$ cat config.mk
export PLATFORM = sky130hd
export DESIGN_NAME = pipe_hazard_ctrl_flat
export DESIGN_NICKNAME = d
export VERILOG_FILES = /design/src/rtl/pipe_hazard_ctrl_if.sv /design/src/rtl/pipe_hazard_ctrl.sv /design/src/flat_wrapper.sv
export SDC_FILE = /design/constraint.sdc
export NUM_CORES = 1
export LEC_CHECK = 0
export BUFFER_PORTS_ARGS = -buffer_cell sky130_fd_sc_hd__buf_2
export CAP_MARGIN = 20
export CORE_MARGIN = 4
export CORE_UTILIZATION = 40
export DETAILED_ROUTE_END_ITERATION = 16
export PLACE_DENSITY = 0.69
export SETUP_SLACK_MARGIN = 0.5
export SLEW_MARGIN = 10
export SYNTH_ARGS = -nofsm -noshare
export SYNTH_HDL_FRONTEND = slang
export SYNTH_SLANG_ARGS = --single-unit
$ cat constraint.sdc
create_clock -name clk -period 2.9 [get_ports clk]
set_clock_uncertainty 0.1 [all_clocks]
set_input_delay 0 -clock clk [delete_from_list [all_inputs] [get_ports clk]]
set_output_delay 0 -clock clk [all_outputs]
set_load 0.03 [all_outputs]
$ cat src/rtl/pipe_hazard_ctrl_if.sv
// Hazard controller bundle: ID/EX hazard inputs, stage control outputs
// and the status/performance readback.
interface pipe_hazard_ctrl_if #(
    parameter int CNT_W = 32
);
    logic [4:0]       id_rs1;
    logic [4:0]       id_rs2;
    logic             id_uses_rs1;
    logic             id_uses_rs2;
    logic [4:0]       ex_rd;
    logic             ex_mem_read;
    logic             ex_br_taken;
    logic             ex_mc_start;
    logic             mc_done;
    logic             pc_hold;
    logic             if_id_hold;
    logic             if_id_flush;
    logic             id_ex_flush;
    logic             ex_hold;
    logic             mc_timeout;
    logic [CNT_W-1:0] stall_cnt;
    logic [CNT_W-1:0] flush_cnt;
    logic             ctrl_state;

    modport master (
        output id_rs1, id_rs2, id_uses_rs1, id_uses_rs2, ex_rd,
               ex_mem_read, ex_br_taken, ex_mc_start, mc_done,
        input  pc_hold, if_id_hold, if_id_flush, id_ex_flush, ex_hold,
               mc_timeout, stall_cnt, flush_cnt, ctrl_state
    );

    modport slave (
        input  id_rs1, id_rs2, id_uses_rs1, id_uses_rs2, ex_rd,
               ex_mem_read, ex_br_taken, ex_mc_start, mc_done,
        output pc_hold, if_id_hold, if_id_flush, id_ex_flush, ex_hold,
               mc_timeout, stall_cnt, flush_cnt, ctrl_state
    );
endinterface

$ cat src/rtl/pipe_hazard_ctrl.sv
// Pipeline hazard sequencer for the IF/ID and ID/EX stage registers.
//
//   state   | meaning
//   --------+-------------------------------------------------------------
//   RUN     | normal issue; branch flush, mul/div entry, load-use bubble
//   MC_WAIT | front end and EX frozen until mc_done or the watchdog fires
//
// Control outputs are combinational from state and inputs (no latency)
// and are forced low while rst is asserted.
module pipe_hazard_ctrl #(
    parameter int CNT_W      = 32,
    parameter int MC_TIMEOUT = 64
) (
    input logic                clk,
    input logic                rst,
    pipe_hazard_ctrl_if.slave  bus
);

    typedef enum logic {
        RUN     = 1'b0,
        MC_WAIT = 1'b1
    } state_t;

    // Timer value seen in the last MC_WAIT cycle before the watchdog fires.
    localparam logic [15:0] TIMER_LAST = 16'(MC_TIMEOUT - 1);

    state_t           state, state_nxt;
    logic [15:0]      timer, timer_nxt;
    logic             mc_timeout;
    logic [CNT_W-1:0] stall_cnt;
    logic [CNT_W-1:0] flush_cnt;

    logic load_use;
    logic pc_hold_c, if_id_hold_c, if_id_flush_c, id_ex_flush_c, ex_hold_c;
    logic br_event, timeout_set;

    // Load in EX whose destination feeds a source the ID instruction reads.
    always_comb begin
        load_use = bus.ex_mem_read && (bus.ex_rd != 5'd0) &&
                   ((bus.id_uses_rs1 && (bus.id_rs1 == bus.ex_rd)) ||
                    (bus.id_uses_rs2 && (bus.id_rs2 == bus.ex_rd)));
    end

    // Next-state and stage-control decode.
    always_comb begin
        state_nxt     = state;
        timer_nxt     = timer;
        pc_hold_c     = 1'b0;
        if_id_hold_c  = 1'b0;
        if_id_flush_c = 1'b0;
        id_ex_flush_c = 1'b0;
        ex_hold_c     = 1'b0;
        br_event      = 1'b0;
        timeout_set   = 1'b0;
        case (state)
            RUN: begin
                if (bus.ex_br_taken) begin
                    // Redirect wins: the younger instructions are squashed, so
                    // any mul/div or load-use they would trigger is moot.
                    if_id_flush_c = 1'b1;
                    id_ex_flush_c = 1'b1;
                    br_event      = 1'b1;
                end else if (bus.ex_mc_start) begin
                    pc_hold_c    = 1'b1;
                    if_id_hold_c = 1'b1;
                    ex_hold_c    = 1'b1;
                    state_nxt    = MC_WAIT;
                    timer_nxt    = 16'd0;
                end else if (load_use) begin
                    pc_hold_c     = 1'b1;
                    if_id_hold_c  = 1'b1;
                    id_ex_flush_c = 1'b1;
                end
            end
            MC_WAIT: begin
                if (bus.mc_done) begin
                    // Completion takes precedence over a coincident watchdog.
                    state_nxt = RUN;
                end else if (timer == TIMER_LAST) begin
                    timeout_set = 1'b1;
                    state_nxt   = RUN;
                end else begin
                    pc_hold_c    = 1'b1;
                    if_id_hold_c = 1'b1;
                    ex_hold_c    = 1'b1;
                    timer_nxt    = timer + 16'd1;
                end
            end
            default: state_nxt = RUN;
        endcase
    end

    // FSM state and multi-cycle watchdog timer.
    always_ff @(posedge clk or posedge rst) begin
        if (rst) begin
            state <= RUN;
            timer <= 16'd0;
        end else begin
            state <= state_nxt;
            timer <= timer_nxt;
        end
    end

    // Sticky watchdog flag, cleared only by reset.
    always_ff @(posedge clk or posedge rst) begin
        if (rst)              mc_timeout <= 1'b0;
        else if (timeout_set) mc_timeout <= 1'b1;
    end

    // Saturating stall and branch-flush performance counters.
    always_ff @(posedge clk or posedge rst) begin
        if (rst) begin
            stall_cnt <= '0;
            flush_cnt <= '0;
        end else begin
            if (pc_hold_c && (stall_cnt != '1)) stall_cnt <= stall_cnt + CNT_W'(1);
            if (br_event && (flush_cnt != '1))  flush_cnt <= flush_cnt + CNT_W'(1);
        end
    end

    assign bus.pc_hold     = pc_hold_c     & ~rst;
    assign bus.if_id_hold  = if_id_hold_c  & ~rst;
    assign bus.if_id_flush = if_id_flush_c & ~rst;
    assign bus.id_ex_flush = id_ex_flush_c & ~rst;
    assign bus.ex_hold     = ex_hold_c     & ~rst;
    assign bus.mc_timeout  = mc_timeout;
    assign bus.stall_cnt   = stall_cnt;
    assign bus.flush_cnt   = flush_cnt;
    assign bus.ctrl_state  = state;

endmodule

$ cat src/flat_wrapper.sv
// flat-port wrapper written by rule: the top's interface ports become plain ports
module pipe_hazard_ctrl_flat 
#(
    parameter int CNT_W      = 32,
    parameter int MC_TIMEOUT = 64
)
  (clk, rst, bus_id_rs1, bus_id_rs2, bus_id_uses_rs1, bus_id_uses_rs2, bus_ex_rd, bus_ex_mem_read, bus_ex_br_taken, bus_ex_mc_start, bus_mc_done, bus_pc_hold, bus_if_id_hold, bus_if_id_flush, bus_id_ex_flush, bus_ex_hold, bus_mc_timeout, bus_stall_cnt, bus_flush_cnt, bus_ctrl_state);
  pipe_hazard_ctrl_if #(.CNT_W(CNT_W)) bus_i ();
  input logic clk;
  input logic rst;
  input wire logic [$bits(bus_i.id_rs1)-1:0] bus_id_rs1;
  input wire logic [$bits(bus_i.id_rs2)-1:0] bus_id_rs2;
  input wire logic [$bits(bus_i.id_uses_rs1)-1:0] bus_id_uses_rs1;
  input wire logic [$bits(bus_i.id_uses_rs2)-1:0] bus_id_uses_rs2;
  input wire logic [$bits(bus_i.ex_rd)-1:0] bus_ex_rd;
  input wire logic [$bits(bus_i.ex_mem_read)-1:0] bus_ex_mem_read;
  input wire logic [$bits(bus_i.ex_br_taken)-1:0] bus_ex_br_taken;
  input wire logic [$bits(bus_i.ex_mc_start)-1:0] bus_ex_mc_start;
  input wire logic [$bits(bus_i.mc_done)-1:0] bus_mc_done;
  output wire logic [$bits(bus_i.pc_hold)-1:0] bus_pc_hold;
  output wire logic [$bits(bus_i.if_id_hold)-1:0] bus_if_id_hold;
  output wire logic [$bits(bus_i.if_id_flush)-1:0] bus_if_id_flush;
  output wire logic [$bits(bus_i.id_ex_flush)-1:0] bus_id_ex_flush;
  output wire logic [$bits(bus_i.ex_hold)-1:0] bus_ex_hold;
  output wire logic [$bits(bus_i.mc_timeout)-1:0] bus_mc_timeout;
  output wire logic [$bits(bus_i.stall_cnt)-1:0] bus_stall_cnt;
  output wire logic [$bits(bus_i.flush_cnt)-1:0] bus_flush_cnt;
  output wire logic [$bits(bus_i.ctrl_state)-1:0] bus_ctrl_state;
  assign bus_i.id_rs1 = bus_id_rs1;
  assign bus_i.id_rs2 = bus_id_rs2;
  assign bus_i.id_uses_rs1 = bus_id_uses_rs1;
  assign bus_i.id_uses_rs2 = bus_id_uses_rs2;
  assign bus_i.ex_rd = bus_ex_rd;
  assign bus_i.ex_mem_read = bus_ex_mem_read;
  assign bus_i.ex_br_taken = bus_ex_br_taken;
  assign bus_i.ex_mc_start = bus_ex_mc_start;
  assign bus_i.mc_done = bus_mc_done;
  assign bus_pc_hold = bus_i.pc_hold;
  assign bus_if_id_hold = bus_i.if_id_hold;
  assign bus_if_id_flush = bus_i.if_id_flush;
  assign bus_id_ex_flush = bus_i.id_ex_flush;
  assign bus_ex_hold = bus_i.ex_hold;
  assign bus_mc_timeout = bus_i.mc_timeout;
  assign bus_stall_cnt = bus_i.stall_cnt;
  assign bus_flush_cnt = bus_i.flush_cnt;
  assign bus_ctrl_state = bus_i.ctrl_state;
  pipe_hazard_ctrl #(.CNT_W(CNT_W), .MC_TIMEOUT(MC_TIMEOUT)) u_core (.clk(clk), .rst(rst), .bus(bus_i));
endmodule
==> impl_metrics.py <==
metrics = {
    "power_and_ir_drop": {
        "peakVddDrop_mv": 0.2417,
        "switching_share_pct": 34.96,
        "p_leak_nw": 2.568,
        "p_per_area_mw_per_mm2": 533.6,
        "p_clk_share_pct": 26.6,
        "p_int_w": 0.001804,
        "power_frac_comb_pct": 23.7,
        "switchingPower_w": 0.0009695,
        "pwr-share-seq_pct": 49.8,
    },
    "synthesis": {
        "synthTopCellsByArea": "dfrtp_1 (49%), xor2_1 (8.9%), xnor2_1 (6.2%), nand2_1 (4.1%), nor2_1 (3.7%)",
        "synth-xor-area-share_pct": 15.19,
        "synth-compound-area-share_pct": 4.874,
        "synth_top_family_by_area": "simple AND/OR/NAND/NOR gates",
        "ys_types": 51,
        "syn-num-nets": 446,
        "yosys.area.top_type_share_pct": 48.74,
        "synth_mux_area_share_pct": 1.070,
        "synthSimpleGateAreaFrac_pct": 27.01,
        "synth_edf_count": 0,
        "syn_inst": 420,
        "synth_area_mm2": 0.004210,
        "synth_flop_cell": "dfrtp_1",
        "ys_seq_area_share_pct": 48.74,
        "yosys_warnings": 0,
        "syn_area_per_cell_um2": 10.02,
        "synth.largest_area_cell": "dfrtp_1",
        "ys_async_sr_fraction_pct": 100.0,
        "synth_fa_ha_area_share_pct": 0.8915,
        "synth-seq-cells": 82,
    },
    "worst_setup_path": {
        "reg2reg_to": "u_core.bus.stall_cnt[22]$_DFFE_PP0P_",
        "startpoint_type": "register",
        "r2r_slack_ps": 560,
        "r2r_cells": 9,
        "max_stage_delay_ps": 510,
        "r2r_start": "u_core.bus.ctrl_state$_DFF_PP0_",
        "critPathBufInv": 4,
        "cp-end-kind": "register",
        "crit_fanout": 16,
        "cp_cell_sequence": "inv_1 > nor2_2 > o21ai_4 > inv_2 > a31oi_4 > buf_4 > clkbuf_16 > nor4_1 > xor2_1",
        "cp_top_family": "simple AND/OR/NAND/NOR gates",
        "required_ps": 3070,
        "crit_type": "reg2reg",
        "arrival_ps": 2510,
        "crit_slowest_cell": "dfrtp_2",
    },
    "sta": {
        "rsz0062_at_grt": "true",
        "timing.slew.headroom_pct": 64.91,
        "max_freq_mhz": 426.9,
        "period_needed_ps": 2343,
        "hold_viol": 0,
        "worst_slew_pin_slew_ps": 523.2,
        "tns_ps": 0,
        "min_period_over_period_pct": 80.78,
        "setup_viol": 0,
        "finalMaxSlewViolations": 0,
    },
    "clocking": {
        "root_buffer": "clkbuf_8",
        "clkLatencyLatePin_ps": 340,
        "clock_sinks": 82,
        "clkSlewWorstSetupHoldPaths_ps": 90,
        "cts_tree": "done",
        "cts_buffers": 9,
        "clockBufferDepth": 2,
        "htreeDepth": 3,
    },
    "global_routing": {
        "grt_max_degree": 44,
        "antenna_found_initial": 0,
        "grt_pass1_vias": 3420,
        "groute.usage.overall_pct": 16.43,
        "overflow": 0,
        "grt_pass1_wl_um": 16710,
    },
    "placed_design": {
        "dp_hpwl_um": 7164,
        "io_buffers": 93,
        "routabilityCongestion": 0.8542,
    },
    "drt": {
        "firstDrtPassIters": 5,
        "final_antenna_net_count": 0,
        "wire_per_inst_um": 15.04,
        "postRouteWirelength_um": 10090,
        "drtIter0Drc": 248,
        "drcViolationCount": 0,
        "via_per_inst": 5.295,
        "dr_total_vias": 3553,
    },
    "floorplanning": {
        "die_x_um": 110.6,
        "die_h_um": 110.6,
        "num_io_pins": 94,
        "core_mm2": 0.01028,
        "dieArea_mm2": 0.01223,
        "start_util_pct": 40.97,
        "num_rows": 37,
    },
    "final_layout": {
        "fillers": 962,
        "layout-drive-gt1-share_pct": 27.48,
        "diodes": 0,
        "final_cell_mix": "buf_2 (93), dfrtp_1 (79), nand2_1 (46)",
        "final_util_pct": 50.57,
        "syn_to_final_growth_pct": 23.45,
        "layout.nets": 556,
        "layout_commonest_cell": "buf_2",
    },
    "run": {
        "maxCapViolations": 0,
    },
    "hold_path": {
        "hold_path_depth": 4,
        "min_path_type": "in2reg",
        "min_from": "bus_ex_mc_start",
        "hold_end": "u_core.bus.ctrl_state$_DFF_PP0_",
    },
    "status": {
        "status": "complete, no violations",
    },
}
## worst reg2reg max path, delay by kind of cell, from the launching register on
family / cells / cell delay, ps
buffers and inverters: 4 / 660
xor gates and xnor gates: 1 / 170
AOI/OAI and AO/OA: 2 / 150
DFF: 1 / 510
and+or+nand+nor: 2 / 670
## Yosys cell counts (2+ instances only)
cell type	count
nand2_1	46
and4_1	7
a32o_1	2
o31ai_1	5
nor4b_1	4
nor2_1	42
and2_1	5
buf_2	3
nor4_1	14
buf_4	4
nor3b_1	2
dfrtp_1	82
ha_1	3
or4_4	2
mux2_2	3
or2_2	2
a21oi_1	3
o21ai_0	11
nor3_1	22
inv_1	7
xnor2_1	30
and3_1	3
nand3_1	22
nand4_1	25
xor2_1	43
or3_1	3
## logic make-up (layout without fill, tap and decap cells)
| family | after synthesis | in the layout |
|---|---|---|
| adders and majority gates | 3 | 3 |
| xor gates and xnor gates | 73 | 73 |
| muxes | 4 | 4 |
| and+or+nand+nor | 211 | 211 |
| buffers and inverters | 18 | 133 |
| DFF | 82 | 82 |
| AOI/OAI and AO/OA | 29 | 29 |
## how the worst max path moves through the flow
stage                                             start  slack (ps)                                   end  depth (start not counted)
floorplan                                           rst         510   u_core.bus.stall_cnt[0]$_DFFE_PP0P_                          1
global placement    u_core.bus.stall_cnt[0]$_DFFE_PP0P_         410   u_core.bus.stall_cnt[1]$_DFFE_PP0P_                          8
detailed placement      u_core.bus.ctrl_state$_DFF_PP0_         350  u_core.bus.stall_cnt[24]$_DFFE_PP0P_                          8
CTS                 u_core.bus.stall_cnt[0]$_DFFE_PP0P_         510   u_core.bus.stall_cnt[1]$_DFFE_PP0P_                          8
global route            u_core.bus.ctrl_state$_DFF_PP0_         480  u_core.bus.stall_cnt[22]$_DFFE_PP0P_                          9
finish                  u_core.bus.ctrl_state$_DFF_PP0_         560  u_core.bus.stall_cnt[22]$_DFFE_PP0P_                          9
## per-stage QoR
step | cell area (um2) | cells | setup slack, ps | power (W) | hold WS, ps
floorplan | 4213 | 420 | 507.0 | 0.001816 | -0.2239
global placement | 4843 | 645 | 410.0 | 0.002004 | 148.1
detailed placement | 4863 | 646 | 350.8 | 0.002028 | -23.31
CTS | 5127 | 668 | 506.8 | 0.002778 | 98.86
global route | 5197 | 671 | 481.7 | 0.002918 | 132.7
finish | 5197 | 671 | 557.3 | 0.002773 | 129.2
## layer usage
metal,share of wire [%],track usage (%),vias up
li1,-,-,1714
met1,44,21.54,1698
met2,48,26.78,129
met3,5.6,4.438,12
met4,1.5,4.680,0
met5,0,0,-
## power by group through the flow
stage               clock network (W)  logic [W]  registers (W)
CTS                          0.000760   0.000641        0.00138
finish                       0.000736   0.000656        0.00138
global route                 0.000814   0.000709        0.00140
floorplan                           0   0.000265        0.00155
global placement                    0   0.000614        0.00139
detailed placement                  0   0.000630        0.00140
## sequential cells by signal (all words and copies together) (netlist names)
signal and flops:
u_core.bus.flush_cnt 32, u_core.bus.mc_timeout 1, u_core.bus.ctrl_state 1, u_core.timer 16
u_core.bus.stall_cnt 32
## layout make-up
type / instances / area (um2) / area share, %
well taps: 136 / 170.2 / 3.274
repair buffers: 109 / 641.9 / 12.35
inverters: 8 / 31.28 / 0.6018
clock buffers: 11 / 141.4 / 2.720
flip-flops and latches: 82 / 2056 / 39.55
clock inverters: 5 / 30.03 / 0.5778
multi-input cells: 320 / 2127 / 40.92
## repair_timing
item	in CTS	in global routing
gates cloned	1	1
endpoints found under the hold margin	72	0
resized for setup	9	6
hold buffers	4	0
setup buffers	1	2
pin swaps	0	1
setup endpoints to repair	34	29
Power figures use the tool's default switching activity.
